[src/rtl/dmem_loader_pkg.sv]
// Shared types and constants for the data-memory loader: FSM states,
// frame-byte positions and default geometry.
package dmem_loader_pkg;

  localparam int unsigned DEFAULT_DEPTH_WORDS = 256;
  localparam int unsigned BYTE_W              = 8;
  localparam int unsigned WORD_W              = 32;
  localparam int unsigned LEN_W               = 16;
  localparam int unsigned LANES               = WORD_W / BYTE_W;
  localparam int unsigned LANE_W              = 2;

  // Byte positions within a frame; data occupies POS_DATA .. POS_DATA+4N-1,
  // and the checksum byte follows immediately after the data.
  localparam int unsigned POS_LEN_LO = 0;
  localparam int unsigned POS_LEN_HI = 1;
  localparam int unsigned POS_DATA   = 2;

  typedef enum logic [2:0] {
    ST_IDLE,
    ST_LEN0,
    ST_LEN1,
    ST_COLLECT,
    ST_WRITE,
    ST_CHK,
    ST_DONE,
    ST_ERR
  } state_e;

endpackage

[src/rtl/word_packer.sv]
// Little-endian byte-to-word packer: each shifted byte enters at the top lane,
// so after four shifts the first byte sits in [7:0].
module word_packer
  import dmem_loader_pkg::*;
(
  input  logic              clk,
  input  logic              rst,
  input  logic              clr_i,
  input  logic              shift_i,
  input  logic [BYTE_W-1:0] byte_i,
  output logic [WORD_W-1:0] word_o,
  output logic              full_c
);

  logic [LANE_W-1:0] lane_q, lane_d;
  logic [WORD_W-1:0] word_q, word_d;

  always_comb begin
    lane_d = lane_q;
    word_d = word_q;
    if (clr_i) begin
      lane_d = '0;
      word_d = '0;
    end else if (shift_i) begin
      lane_d = lane_q + LANE_W'(1);
      word_d = {byte_i, word_q[WORD_W-1:BYTE_W]};
    end
  end

  always_ff @(posedge clk or posedge rst) begin
    if (rst) begin
      lane_q <= '0;
      word_q <= '0;
    end else begin
      lane_q <= lane_d;
      word_q <= word_d;
    end
  end

  // High in the cycle the last lane of a word is being shifted in.
  assign full_c = shift_i && (lane_q == LANE_W'(LANES - 1));
  assign word_o = word_q;

endmodule

[src/rtl/dmem_loader.sv]
// Frame-driven data-memory loader: length, packed words, XOR checksum.
// Holds the core in reset until a frame completes with a good checksum.
module dmem_loader
  import dmem_loader_pkg::*;
#(
  parameter int unsigned DEPTH_WORDS = DEFAULT_DEPTH_WORDS,
  parameter int unsigned ADDR_W      = 32
) (
  input  logic              clk,
  input  logic              rst,
  input  logic              start,
  input  logic [BYTE_W-1:0] byte_in,
  input  logic              byte_valid,
  output logic              byte_ready,
  output logic              mem_we,
  output logic [ADDR_W-1:0] mem_addr,
  output logic [WORD_W-1:0] mem_wdata,
  output logic              cpu_rst_hold,
  output logic              busy,
  output logic              done,
  output logic              err
);

  state_e            state_q, state_d;
  logic [BYTE_W-1:0] len_lo_q, len_lo_d;
  logic [LEN_W-1:0]  len_q, len_d;
  logic [LEN_W-1:0]  idx_q, idx_d;
  logic [BYTE_W-1:0] xor_q, xor_d;
  logic [ADDR_W-1:0] addr_q, addr_d;
  logic              ready_q, ready_d, we_q, we_d, hold_q, hold_d;
  logic              busy_q, busy_d, done_q, done_d, err_q, err_d;

  logic              accept_c, pack_clr_c, pack_shift_c, word_full_c;
  logic [LEN_W-1:0]  len_c;
  logic              len_ok_c, last_word_c;

  assign accept_c    = byte_valid && ready_q;
  assign len_c       = {byte_in, len_lo_q};
  assign len_ok_c    = (len_c != '0) && (32'(len_c) <= DEPTH_WORDS);
  assign last_word_c = ((idx_q + LEN_W'(1)) == len_q);

  word_packer u_packer (
    .clk     (clk),
    .rst     (rst),
    .clr_i   (pack_clr_c),
    .shift_i (pack_shift_c),
    .byte_i  (byte_in),
    .word_o  (mem_wdata),
    .full_c  (word_full_c)
  );

  // Next state, datapath updates, and state-decoded outputs for the next cycle.
  always_comb begin
    state_d      = state_q;
    len_lo_d     = len_lo_q;
    len_d        = len_q;
    idx_d        = idx_q;
    xor_d        = xor_q;
    addr_d       = addr_q;
    pack_clr_c   = 1'b0;
    pack_shift_c = 1'b0;

    case (state_q)
      ST_IDLE, ST_DONE, ST_ERR: begin
        if (start) begin
          state_d    = ST_LEN0;
          xor_d      = '0;
          idx_d      = '0;
          addr_d     = '0;
          pack_clr_c = 1'b1;
        end
      end
      ST_LEN0: begin
        if (accept_c) begin
          len_lo_d = byte_in;
          xor_d    = xor_q ^ byte_in;
          state_d  = ST_LEN1;
        end
      end
      ST_LEN1: begin
        if (accept_c) begin
          len_d   = len_c;
          xor_d   = xor_q ^ byte_in;
          state_d = len_ok_c ? ST_COLLECT : ST_ERR;
        end
      end
      ST_COLLECT: begin
        if (accept_c) begin
          xor_d        = xor_q ^ byte_in;
          pack_shift_c = 1'b1;
          if (word_full_c) begin
            state_d = ST_WRITE;
            addr_d  = ADDR_W'({idx_q, 2'b00});
          end
        end
      end
      ST_WRITE: begin
        if (last_word_c) begin
          state_d = ST_CHK;
        end else begin
          idx_d   = idx_q + LEN_W'(1);
          state_d = ST_COLLECT;
        end
      end
      ST_CHK: begin
        if (accept_c) begin
          state_d = (xor_q == byte_in) ? ST_DONE : ST_ERR;
        end
      end
      default: state_d = ST_IDLE;
    endcase

    ready_d = (state_d == ST_LEN0) || (state_d == ST_LEN1) ||
              (state_d == ST_COLLECT) || (state_d == ST_CHK);
    busy_d  = ready_d || (state_d == ST_WRITE);
    we_d    = (state_d == ST_WRITE);
    hold_d  = (state_d != ST_DONE);
    done_d  = (state_d == ST_DONE);
    err_d   = (state_d == ST_ERR);
  end

  always_ff @(posedge clk or posedge rst) begin
    if (rst) begin
      state_q  <= ST_IDLE;
      len_lo_q <= '0;
      len_q    <= '0;
      idx_q    <= '0;
      xor_q    <= '0;
      addr_q   <= '0;
      ready_q  <= 1'b0;
      we_q     <= 1'b0;
      hold_q   <= 1'b1;
      busy_q   <= 1'b0;
      done_q   <= 1'b0;
      err_q    <= 1'b0;
    end else begin
      state_q  <= state_d;
      len_lo_q <= len_lo_d;
      len_q    <= len_d;
      idx_q    <= idx_d;
      xor_q    <= xor_d;
      addr_q   <= addr_d;
      ready_q  <= ready_d;
      we_q     <= we_d;
      hold_q   <= hold_d;
      busy_q   <= busy_d;
      done_q   <= done_d;
      err_q    <= err_d;
    end
  end

  assign byte_ready   = ready_q;
  assign mem_we       = we_q;
  assign mem_addr     = addr_q;
  assign cpu_rst_hold = hold_q;
  assign busy         = busy_q;
  assign done         = done_q;
  assign err          = err_q;

endmodule

[config.mk]
export PLATFORM = sky130hd
export DESIGN_NAME = dmem_loader
export DESIGN_NICKNAME = d
export VERILOG_FILES = /design/src/rtl/dmem_loader_pkg.sv /design/src/rtl/word_packer.sv /design/src/rtl/dmem_loader.sv
export SDC_FILE = /design/constraint.sdc
export NUM_CORES = 1
export LEC_CHECK = 0
export ABC_AREA = 1
export BUFFER_PORTS_ARGS = -buffer_cell sky130_fd_sc_hd__buf_2
export CAP_MARGIN = 25
export CORE_ASPECT_RATIO = 1.4
export CORE_MARGIN = 5
export CORE_UTILIZATION = 56
export DETAILED_ROUTE_END_ITERATION = 10
export GPL_ROUTABILITY_DRIVEN = 0
export PLACE_DENSITY = 0.9
export SETUP_SLACK_MARGIN = 0.3
export SYNTH_ARGS = -nofsm -noshare
export SYNTH_HDL_FRONTEND = slang
export SYNTH_SLANG_ARGS = --single-unit
[constraint.sdc]
create_clock -name clk -period 5.8 [get_ports clk]
set_clock_uncertainty 0.15 [all_clocks]
set_input_delay 1.16 -clock clk [delete_from_list [all_inputs] [get_ports clk]]
set_output_delay 1.16 -clock clk [all_outputs]
set_load 0.03 [all_outputs]
# Yosys cells after proc, flatten, opt, wreduce, memory -nomap -nowiden
# Cells that the tools add are included.
[word_totals] inputBits=12 wordCells=89 ff_bits=123 latchBits=0 output_inout_bits=70 romBits=0 mem_bits_rw=0 n_memories=0
[op_classes] n_lt_le_gt_ge=1 n_shift=0 div=0 addsub=2 n_mul=0 eq_ne=23 n_reduce_logical=20 muxes=28 bitwise_logic=1
[ops] cell="32-bit 2-to-1 mux" count=5
[ops] cell="32-bit case mux with 2 select lines" count=1
[ops] cell="16-bit 2-to-1 mux" count=2
[ops] cell="16-bit case mux with 2 select lines" count=1
[ops] cell="3-bit == test (second input constant)" count=8
[ops] cell="3-bit 2-to-1 mux" count=8
[ops] cell="3-bit case mux with 6 select lines" count=1
[ops] cell="16-bit by 1-bit adder with 16-bit output (second input constant)" count=1
[ops] cell="16-bit == test" count=1
[ops] cell="16-bit by 9-bit less-or-equal comparator with 1-bit output (second input constant)" count=1
[ops] cell="8-bit 2-to-1 mux" count=2
[ops] cell="8-bit case mux with 2 select lines" count=1
[ops] cell="16-bit nonzero test" count=1
[ops] cell="3-bit by 2-bit == test with 1-bit output (second input constant)" count=4
[ops] cell="8-bit == test" count=1
[ops] cell="2-bit nonzero test" count=4
[ops] cell="8-bit bitwise XOR" count=1
[ops] cell="3-bit by 1-bit == test with 1-bit output (second input constant)" count=2
[ops] cell="2-bit != test (second input constant)" count=3
[ops] cell="3-bit AND reduction" count=2
[ops] cell="3-bit OR reduction" count=2
[ops] cell="1-bit 2-to-1 mux" count=5
[ops] cell="1-bit logical OR" count=4
[ops] cell="2-bit 2-to-1 mux" count=2
[ops] cell="8 further kinds" count=12

# Depth between registers and ports, before layout
# Gate-level depths: netlist (run 1).
[depth] word_depth=12 mapped_depth=17

# Cells and area by module
# From an unflattened synthesis (run 1), not the netlist that was laid out.
[unflattened] hier_cells=677 hier_area_um2=5536.6
[modules_own_cells] module="dmem_loader" n_inst=1 cells_each=524 area_each_um2=4043.9
[modules_own_cells] module="word_packer" n_inst=1 cells_each=153 area_each_um2=1492.7

# Worst setup path after synthesis (run 1)
# Ideal clock, no wire load.
[synth_timing] path_type="input port to flip-flop" from="input byte_valid" to="register addr_q[17] (netlist: mem_addr[17])" slack_ns=3.224 required_time_ns=5.520 path_stages=10 arrival_ns=2.296 cell_sequence="nand2_1 inv_1 nand2_1 nor2_2 inv_1 nand2_1 o21ai_1 buf_2 nand2_1 o21ai_0"
[synth_between] elab_chain_len=6
[synth_rtl] item="from (decl)" line_no="dmem_loader.sv:13" text="input logic byte_valid,"
[synth_rtl] item="1-bit logical AND (*)" line_no="dmem_loader.sv:37" text="assign accept_c = byte_valid && ready_q;"
[synth_rtl] item="1-bit 2-to-1 mux" line_no="dmem_loader.sv:88" text="if (accept_c) begin"
[synth_rtl] item="1-bit 2-to-1 mux" line_no="dmem_loader.sv:63" text="case (state_q)"
[synth_rtl] item="1-bit logical AND" line_no="word_packer.sv:41" text="assign full_c = shift_i && (lane_q == LANE_W'(LANES - 1));"
[synth_rtl] item="2-bit by 1-bit != test with 1-bit output (no source line)"
[synth_rtl] item="4-bit AND reduction (no source line) (*)"
[synth_rtl] item="to (signal assigned)" line_no="dmem_loader.sv:142" text="addr_q <= addr_d;"
[synth_rtl] item="to (decl)" line_no="dmem_loader.sv:29" text="logic [ADDR_W-1:0] addr_q, addr_d;"
# Every way passes the cells marked *; elsewhere a longest branch is shown, timed or not.
# A chain may end at the register's enable or synchronous reset.

# Worst setup path in the final report (run 1)
[layout_timing] from="input byte_valid" to="register addr_q[4] (netlist: mem_addr[4])"
# The elaborated chain is that of the path after synthesis.

==> impl_metrics.yaml, run 1 <==
synth:
  netlist_area_um2: 5120
  synth_largest_area_cell: "sky130_fd_sc_hd__dfrtp_1"
  ys_seq_elements: 107
  synth_sequential_area_ratio_pct: 52.3
  syn_inst: 602
  netlist-cell-type-count: 32
  yosysTopAreaCellShare_pct: 51.8
  avgSynthCellArea_um2: 8.51
  ys_warn_count: 0
  post_synth_main_area_contributors: "sky130_fd_sc_hd__dfrtp_1, sky130_fd_sc_hd__nand2_1, sky130_fd_sc_hd__inv_1, sky130_fd_sc_hd__nand3_1, sky130_fd_sc_hd__o21ai_0"
placed_design:
  port_buffer_cells: 65
  estimated_wirelength_of_the_detail_placed_design_mm: 8.94
drt:
  final_routed_drc_violation_total: 0
  initial_drc_count: 278
  totalWireLength_mm: 12.0
  via_per_inst: 5.67
  antenna_violating_nets_post_route: 0
  vias: 4400
  avgRoutedWirePerCell_um: 15.5
  drt_pass1_iterations: 5
run_status:
  status: "complete, no violations"
floorplanning:
  core_region_area_um2: 8980
  number_of_placed_i_o_pins: 82
  num_rows: 41
  start_util_pct: 57.1
  dieHeight_um: 123
  dieWidth_um: 90.8
  die_area_um2: 11200
final_layout:
  utilization_pct: 64.1
  num_antenna_cells: 0
  post_route_cells_drive_above_1_share_pct: 16.9
  layout.cells.most_common: "sky130_fd_sc_hd__nand2_1"
  nets: 678
  area_delta_synth_final_pct: 12.4
  layout_common_cells: "sky130_fd_sc_hd__nand2_1, sky130_fd_sc_hd__dfrtp_1, sky130_fd_sc_hd__inv_1"
worst_setup_path:
  cp-endpoint: "mem_addr[4]"
  timing_startpoint_of_the_critical_path: "byte_valid"
  startpoint_type: "primary input"
  critical-path-top-delay-family: "buffers and inverters"
  critical-path-max-stage-delay_ps: 530
  setup.reg_to_reg.worst_slack_ps: 3020
  cp.buffers_inverters: 4
  timing.critical_path.depth: 11
  worst-r2r-cell-count: 7
  cpMostUsedCell: "sky130_fd_sc_hd__nand2_1"
  crit_required_ps: 5910
  worst_r2r_end: "u_packer.word_o[17]"
  worstPathCellList: "buf_2 -> nand2_1 -> inv_1 -> nand2_1 -> buf_4 -> nor2_2 -> inv_1 -> nand2_1 -> o21ai_1 -> nand2_1 -> o21ai_0"
  critical_path.reg2reg.startpoint: "state_q[0]"
  critPathCaptureType: "flip-flop"
  crit_arrival_ps: 3250
  cp_slowest_cell: "sky130_fd_sc_hd__o21ai_1"
  timing.critical_path.fanout_max: 45
  worst-setup-path-type: "primary input to flip-flop"
pwr:
  power_switching_mw: 1.16
  internal_power_mw: 1.60
  power.density_nw_per_um2: 480
  cellLeakagePower_nw: 2.91
  pwr-share-clk_pct: 22.0
  max-vdd-ir-drop_uv: 335
  total_power_mw: 2.76
  swShare_pct: 42.1
  seqPwrFrac_pct: 40.3
  comb_power_share_pct: 37.7
sta:
  finalSetupViolCount: 0
  slew_limit_headroom_pct: 34.3
  slew_viol_final: 0
  grt_setup_unrepaired: "no"
  maxClockFrequency_mhz: 319
  final.period_utilization_pct: 54.1
  report.final.hold_viol_count: 0
  final.hold.worst_slack_ps: 333
  period_needed_ps: 3140
  worstMarginPinSlew_ps: 980
  totalNegativeSetupSlack_ps: 0
cts:
  cts-root-buf: "sky130_fd_sc_hd__clkbuf_16"
  tritoncts_num_sinks: 107
  clkTransAtPathRegs_ps: 70
  post-cts-setup-buffer-count: 0
  cts_buffers: 9
  cts_buffer_depth: 2
  ctsHoldBuffers: 0
  worst_skew_pair.late_latency_ps: 350
  cts_tree: "yes"
  cts.htree.levels: 3
  postCtsResizedCells: 0
grt:
  grt_max_degree: 60
  number_of_global_route_vias_before_repair: 4375
  overflow: 0
  grt_first_pass_wirelength_mm: 20.1
  globalRouteTotalUtil_pct: 22.2
  antenna_found_initial: 0
min_path:
  min-delay-path-class: "flip-flop to flip-flop"
flow_run:
  timing.max_cap.violations: 0
[worst reg2reg max path, cell delays in order, from the launching register on]
cell and delay, ps:
sky130_fd_sc_hd__dfrtp_1 430, sky130_fd_sc_hd__inv_1 200, sky130_fd_sc_hd__a21oi_4 130, sky130_fd_sc_hd__or2_1 290, sky130_fd_sc_hd__nor2_1 250, sky130_fd_sc_hd__clkinv_2 330, sky130_fd_sc_hd__nand2_1 670, sky130_fd_sc_hd__o22ai_1 170
[stage by stage]
| step | setup WS [ps] | cell area [um2] | std cells |
|---|---|---|---|
| after floorplan | 1670 | 5180 | 617 |
| after global placement | 2490 | 5450 | 759 |
| after detailed placement | 2310 | 5460 | 760 |
| after CTS | 2660 | 5760 | 776 |
| after global routing | 2410 | 5760 | 776 |
| final | 2660 | 5760 | 776 |
[synthesized netlist by cell type, drive strengths merged]
library cell,count
conb,1
nor2,26
dfstp,1
dfrtp,106
inv,78
or2,1
clkbuf,9
a21oi,5
o22ai,24
nand4,19
nor3,4
nand2,149
nand3,59
clkinv,1
xor2,10
nand3b,8
nor4,3
nor3b,1
ha,2
o21ai,71
buf,24
[state kept, by name (all words and copies together) (netlist names)]
| register | count |
|---|---|
| state_q | 3 |
| idx_q | 16 |
| mem_we | 1 |
| u_packer.lane_q | 2 |
| mem_addr | 16 |
| err | 1 |
| busy | 1 |
| len_q | 16 |
| u_packer.word_o | 32 |
| len_lo_q | 8 |
| byte_ready | 1 |
| done | 1 |
| cpu_rst_hold | 1 |
| xor_q | 8 |
[cell type report]
type | count | area (um2)
Fill cell | 707 | 3220
Sequential cell | 107 | 2680
Multi-Input combinational cell | 398 | 1990
Timing Repair Buffer | 69 | 359
Inverter | 79 | 300
Clock buffer | 10 | 229
Tap cell | 107 | 134
Clock inverter | 6 | 66.3
[per-layer routing]
layer  GRT usage, %  wire [um]  vias up
met2           39.7       6260      209
met3           3.71        724       43
met4           11.7        483        0
met5              0          0        -
met1           25.5       4570     2079
li1               -          -     2069
[power groups by stage]
stage | Sequential, mW | Combinational (mW) | Clock [mW]
after floorplan | 1.29 | 0.599 | 0
final | 1.12 | 1.04 | 0.607
after global routing | 1.14 | 1.14 | 0.643
after global placement | 1.11 | 0.991 | 0
after detailed placement | 1.12 | 1.04 | 0
after CTS | 1.11 | 1.04 | 0.617
[worst min-delay path by stage]
| stage | startpoint | end | slack (ps) | cells after the start |
|---|---|---|---|---|
| after CTS | mem_addr[6] | mem_addr[6] | 340 | 2 |
| final | mem_addr[6] | mem_addr[6] | 330 | 2 |
| after detailed placement | mem_addr[6] | mem_addr[6] | 320 | 2 |
| after floorplan | len_lo_q[2] | len_lo_q[2] | 300 | 2 |
| after global routing | len_lo_q[6] | len_lo_q[6] | 370 | 2 |
| after global placement | mem_addr[11] | mem_addr[11] | 310 | 2 |
[cells by family (layout without fill, tap and decap cells)]
logic type               Yosys count  count (layout)  share of synthesized area (%)
other                              1              16                         0.0732
flip-flops                       107             107                           52.3
AND/OR/NAND/NOR                  270             270                           24.0
AO/OA/AOI/OAI                    100             100                           11.5
XOR/XNOR                          10              10                           1.71
adder cells (fa/ha/maj)            2               2                          0.488
buffers and inverters            112             164                           9.96
No activity file was read; power rests on OpenSTA's default activity.
==> run 2, diff against run 1 <==
--- a/config.mk
+++ b/config.mk
@@ -10,10 +10,10 @@
 export CAP_MARGIN = 25
 export CORE_ASPECT_RATIO = 1.4
 export CORE_MARGIN = 5
-export CORE_UTILIZATION = 56
+export CORE_UTILIZATION = 51
 export DETAILED_ROUTE_END_ITERATION = 10
 export GPL_ROUTABILITY_DRIVEN = 0
-export PLACE_DENSITY = 0.9
+export PLACE_DENSITY = 0.87
 export SETUP_SLACK_MARGIN = 0.3
 export SYNTH_ARGS = -nofsm -noshare
 export SYNTH_HDL_FRONTEND = slang
==> constraint.sdc (replaced) <==
create_clock -name clk -period 2.85 [get_ports clk]
set_clock_uncertainty 0.15 [all_clocks]
set_input_delay 0.57 -clock clk [delete_from_list [all_inputs] [get_ports clk]]
set_output_delay 0.57 -clock clk [all_outputs]
set_load 0.03 [all_outputs]
==> run 2 against run 1 <==
- non-clock buffer count up 9
- register-to-register slack worse by 2700 ps
- final cell count up 4.9%
==> impl_metrics.yaml, run 2 (synthesis results as in run 1) <==
run_status:
  status: "complete, no violations"
final_layout:
  largest_register_ffs: 32
  layout_common_cells: "sky130_fd_sc_hd__nand2_1, sky130_fd_sc_hd__dfrtp_1, sky130_fd_sc_hd__inv_1"
  post_route_cells_drive_above_1_share_pct: 19.7
  num_antenna_cells: 0
  nets: 688
  layout.cells.most_common: "sky130_fd_sc_hd__nand2_1"
  area_delta_synth_final_pct: 16.3
  postLayoutCellArea_um2: 5960
cts:
  tritoncts_num_sinks: 107
  worst_skew_pair.late_latency_ps: 350
  cts.htree.levels: 3
  cts_buffer_depth: 2
  cts-root-buf: "sky130_fd_sc_hd__clkbuf_16"
  cts_tree: "yes"
  ctsHoldBuffers: 0
  clkTransAtPathRegs_ps: 70
  cts_buffers: 9
sta:
  final.hold.worst_slack_ps: 150
  finalSetupViolCount: 0
  worstMarginPinSlew_ps: 621
  post_route_setup_slack_ps: 355
  report.final.hold_viol_count: 0
  slew_viol_final: 0
  slew_limit_headroom_pct: 58.5
  totalNegativeSetupSlack_ps: 0
  period_needed_ps: 2490
  grt_setup_unrepaired: "no"
  maxClockFrequency_mhz: 401
  final.period_utilization_pct: 87.5
pwr:
  power.density_nw_per_um2: 965
  max-vdd-ir-drop_uv: 668
  cellLeakagePower_nw: 2.98
worst_setup_path:
  timing.critical_path.fanout_max: 16
  critical-path-max-stage-delay_ps: 440
  crit_required_ps: 2960
  cpMostUsedCell: "sky130_fd_sc_hd__nand2_1"
  startpoint_type: "flip-flop"
  critPathCaptureType: "flip-flop"
  crit_arrival_ps: 2610
  worstPathCellList: "ha_4 -> nand2_2 -> nor2_4 -> nand4_1 -> nand2_1 -> nand2_1 -> nand2_1 -> nand2_1 -> nor2_2 -> nand3_2 -> nand2_4 -> nand2_4 -> o21ai_1"
  cp_slowest_cell: "sky130_fd_sc_hd__dfrtp_1"
  worst-setup-path-type: "flip-flop to flip-flop"
grt:
  overflow: 0
  number_of_global_route_vias_before_repair: 4333
  grt_first_pass_wirelength_mm: 20.1
  grt_max_degree: 52
  antenna_found_initial: 0
  globalRouteTotalUtil_pct: 20.8
floorplanning:
  core_region_area_um2: 9900
  number_of_placed_i_o_pins: 82
  dieWidth_um: 94.7
  num_rows: 43
  die_area_um2: 12200
  dieHeight_um: 129
  start_util_pct: 51.8
drt:
  antenna_violating_nets_post_route: 0
  avgRoutedWirePerCell_um: 15.4
  via_per_inst: 5.48
  final_routed_drc_violation_total: 0
  initial_drc_count: 306
  totalWireLength_mm: 12.5
  drt_pass1_iterations: 5
  vias: 4463
min_path:
  min-delay-path-class: "primary input to asynchronous set/reset pin"
placed_design:
  place_area_um2: 5550
  post_placement_worst_setup_slack_ps: 197
  estimated_wirelength_of_the_detail_placed_design_mm: 8.76
  port_buffer_cells: 65
flow_run:
  timing.max_cap.violations: 0
[run 2: cell types whose count changed in the layout (fill, tap and decap cells not counted), sizes merged]
cell,previous run,this run
buf,69,78
clkbuf,10,12
clkinv,3,4
clkinvlp,3,1
inv,78,77
nand2,149,150
[run 2: cell type report]
class / instances / area [um2]
clock buffer: 12 / 256
clock inverter: 4 / 48.8
fill: 878 / 3940
inverter: 79 / 302
multi-input combinational: 399 / 2060
sequential: 107 / 2680
tap: 135 / 169
timing repair buffer: 78 / 439
[run 2: path summary, 6_finish.rpt]
path                            cells after the start                  end  slack, ps    startpoint
min in group clk                                    2         mem_addr[14]        330  mem_addr[14]
worst min-delay path                                2          len_lo_q[2]        150           rst
worst min register to register                      2         mem_addr[14]        330  mem_addr[14]
max in group asynchronous                           3  u_packer.word_o[13]       1700           rst
worst max register to register                     13             idx_q[4]        360      idx_q[1]
worst max-delay path                               13             idx_q[4]        360      idx_q[1]
[run 2: worst max-delay path, delay by kind of cell, from the launching register on]
| family | cells | cell delay (ps) |
|---|---|---|
| fa+ha+maj | 1 | 190 |
| simple gates | 11 | 1420 |
| flops | 1 | 440 |
| compound gates | 1 | 210 |
[run 2: per-layer routing]
layer  wire length, um  global-route usage [%]  share of wire, %  vias up
met4               528                    10.4               4.2        0
met3               759                    4.04               6.1       42
met2              6390                    35.4                51      201
met5                 0                       0                 0        -
met1              4830                    25.1                39     2124
li1                  -                       -                 -     2096
[run 2: power breakdown]
part           leakage, nW  switching [mW]  internal, mW  total (mW)
registers             1.42           0.298          1.97        2.27
logic                 1.40            1.56         0.656        2.21
clock network        0.153           0.537         0.728        1.27
[run 2: through the flow]
stage | instances | util (%) | power, mW
detailed placement | 793 | 56.0 | 4.40
CTS | 810 | 59.3 | 5.69
global route | 814 | 60.2 | 6.10
finish | 814 | 60.2 | 5.75
global placement | 793 | 56.0 | 4.30
floorplan | 617 | - | 3.85
[run 2: repair_timing]
action                     in CTS  in global routing
buffers inserted                1                  2
gates cloned                    0                  1
setup endpoints to repair      16                 46
resized for setup               2                 16
pin swaps                       2                  6
==> run 3, diff against run 2 <==
--- a/config.mk
+++ b/config.mk
@@ -14,7 +14,9 @@
 export DETAILED_ROUTE_END_ITERATION = 10
 export GPL_ROUTABILITY_DRIVEN = 0
 export PLACE_DENSITY = 0.87
+export RECOVER_POWER = 25
 export SETUP_SLACK_MARGIN = 0.3
+export SKIP_LAST_GASP = 1
 export SYNTH_ARGS = -nofsm -noshare
 export SYNTH_HDL_FRONTEND = slang
 export SYNTH_SLANG_ARGS = --single-unit
==> constraint.sdc (replaced) <==
create_clock -name clk -period 2.85 [get_ports clk]
set_clock_uncertainty 0.15 [all_clocks]
set_input_delay 0.285 -clock clk [delete_from_list [all_inputs] [get_ports clk]]
set_output_delay 0.285 -clock clk [all_outputs]
set_load 0.03 [all_outputs]
==> run 3 against run 2 <==
- first-iteration DRC count up 15%
- non-clock buffer count decreased by 1
- total power shrank 0.47%
- count of clock-buffer cells in the layout decreased by 3
- register-to-register slack about the same
- sequential cell count stayed put
- utilization fell by 0.18 points
- sequential share of layout area is 0.15 points higher
- routed wire length down 1.8%
- worst hold slack worse by 79 ps
- maximum frequency grew 0.29%
==> impl_metrics.yaml, run 3 (synthesis results as in run 1) <==
run_status:
  status: "complete, no violations"
worst_setup_path:
  crit_required_ps: 2970
  critical_path.reg2reg.startpoint: "idx_q[1]"
  worst-setup-path-type: "flip-flop to flip-flop"
  critPathCaptureType: "flip-flop"
  startpoint_type: "flip-flop"
  timing.critical_path.fanout_max: 16
  setup.reg_to_reg.worst_slack_ps: 360
  crit_arrival_ps: 2610
  worst-r2r-cell-count: 13
  worst_r2r_end: "idx_q[0]"
cts:
  cts_buffer_depth: 2
  tritoncts_num_sinks: 107
  worst_skew_pair.late_latency_ps: 350
  cts_buffers: 9
  cts_tree: "yes"
  clkTransAtPathRegs_ps: 70
  cts-root-buf: "sky130_fd_sc_hd__clkbuf_16"
  cts.htree.levels: 3
final_layout:
  area_delta_synth_final_pct: 15.9
  post_route_cells_drive_above_1_share_pct: 13.7
  nets: 687
  stdcell_count: 813
  layout_common_cells: "sky130_fd_sc_hd__nand2_1, sky130_fd_sc_hd__dfrtp_1, sky130_fd_sc_hd__inv_1"
  largest_register_ffs: 32
  layout.cells.most_common: "sky130_fd_sc_hd__nand2_1"
  num_antenna_cells: 0
floorplanning:
  core_region_area_um2: 9900
  die_area_um2: 12200
  number_of_placed_i_o_pins: 82
  dieWidth_um: 94.7
  start_util_pct: 51.8
  dieHeight_um: 129
  num_rows: 43
drt:
  final_routed_drc_violation_total: 0
  vias: 4455
  totalWireLength_mm: 12.3
  antenna_violating_nets_post_route: 0
  via_per_inst: 5.48
  initial_drc_count: 351
  drt_pass1_iterations: 5
  avgRoutedWirePerCell_um: 15.1
sta:
  slew_viol_final: 0
  post_route_setup_slack_ps: 363
  report.final.hold_viol_count: 0
  grt_setup_unrepaired: "yes"
  period_needed_ps: 2490
  finalSetupViolCount: 0
  slew_limit_headroom_pct: 3.16
  totalNegativeSetupSlack_ps: 0
  final.period_utilization_pct: 87.3
  maxClockFrequency_mhz: 402
  worstMarginPinSlew_ps: 1440
min_path:
  timing.hold.worst.start: "byte_in[2]"
  min-delay-path-class: "primary input to flip-flop"
  whs_endpoint: "len_q[10]"
  hold-path-cell-count: 3
grt:
  antenna_found_initial: 0
  overflow: 0
  globalRouteTotalUtil_pct: 20.5
  grt_first_pass_wirelength_mm: 19.8
  grt_max_degree: 45
  number_of_global_route_vias_before_repair: 4258
placed_design:
  post_placement_worst_setup_slack_ps: 240
  port_buffer_cells: 65
  place_inst: 792
  estimated_wirelength_of_the_detail_placed_design_mm: 8.93
flow_run:
  timing.max_cap.violations: 0
pwr:
  total_power_mw: 5.72
  cellLeakagePower_nw: 2.82
  power.density_nw_per_um2: 963
  max-vdd-ir-drop_uv: 669
## run 3: cell types whose count changed in the layout (fill, tap and decap cells not counted), sizes merged
cell,delta
dlygate4sd3,+1
bufinv,+1
buf,-41
clkinv,-2
clkinvlp,+2
clkbuf,+36
inv,+2
## run 3: metal layers
layer	vias to the layer above	GRT usage, %	wire, um
li1	2097	-	-
met5	-	0	0
met3	34	4.80	951
met2	221	34.5	6370
met1	2103	24.8	4610
met4	0	9.43	355
## run 3: area by class of cell
class | count | area (um2)
clock buffer | 9 | 225
clock inverter | 7 | 76.3
fill | 849 | 3960
inverter | 79 | 312
multi-input combinational | 399 | 2070
sequential | 107 | 2680
tap | 135 | 169
timing repair buffer | 77 | 407
## run 3: through the flow
stage | utilization, % | hold slack, ps | instance area [um2]
after floorplan | - | 256 | 5180
after global placement | 56.2 | 274 | 5560
after detailed placement | 56.2 | 286 | 5560
after CTS | 59.4 | 56.6 | 5880
after global routing | 60.0 | 66.1 | 5940
final | 60.0 | 71.1 | 5940
## run 3: worst max path at each step
stage	start	end	slack, ps	cells after the start
floorplan	idx_q[0]	idx_q[0]	730	17
global placement	idx_q[0]	idx_q[2]	380	14
detailed placement	idx_q[0]	idx_q[15]	240	14
CTS	idx_q[0]	idx_q[2]	310	14
global route	idx_q[3]	busy	190	13
finish	idx_q[1]	idx_q[0]	360	13
## run 3: where the power goes
part | switching (mW) | internal (mW) | leakage (nW)
clock | 0.570 | 0.687 | 0.142
combinational | 1.54 | 0.643 | 1.25
sequential | 0.305 | 1.97 | 1.42
## run 3: repair_timing
item / 4_1_cts / 5_1_grt
hold buffers: 1 / 0
buffers inserted: 0 / 2
endpoints found under the setup margin: 16 / 22
pin swaps: 0 / 5
cloned: 0 / 1
gates resized for setup: 1 / 18
hold endpoints to repair: 27 / 0
## run 3: worst max-delay path, stage by stage (launching register included)
cell                      delay, ps
sky130_fd_sc_hd__dfrtp_1        390
sky130_fd_sc_hd__buf_4          140
sky130_fd_sc_hd__nand3_1        160
sky130_fd_sc_hd__nor2_4         200
sky130_fd_sc_hd__nand2_1         90
sky130_fd_sc_hd__nand2_1        120
sky130_fd_sc_hd__nand2_1         70
sky130_fd_sc_hd__nand2_1         80
sky130_fd_sc_hd__nand3_1         90
sky130_fd_sc_hd__nor2_1         220
sky130_fd_sc_hd__nand3_2        150
sky130_fd_sc_hd__nand2_4        170
sky130_fd_sc_hd__nand2_4        200
sky130_fd_sc_hd__o21ai_1        180
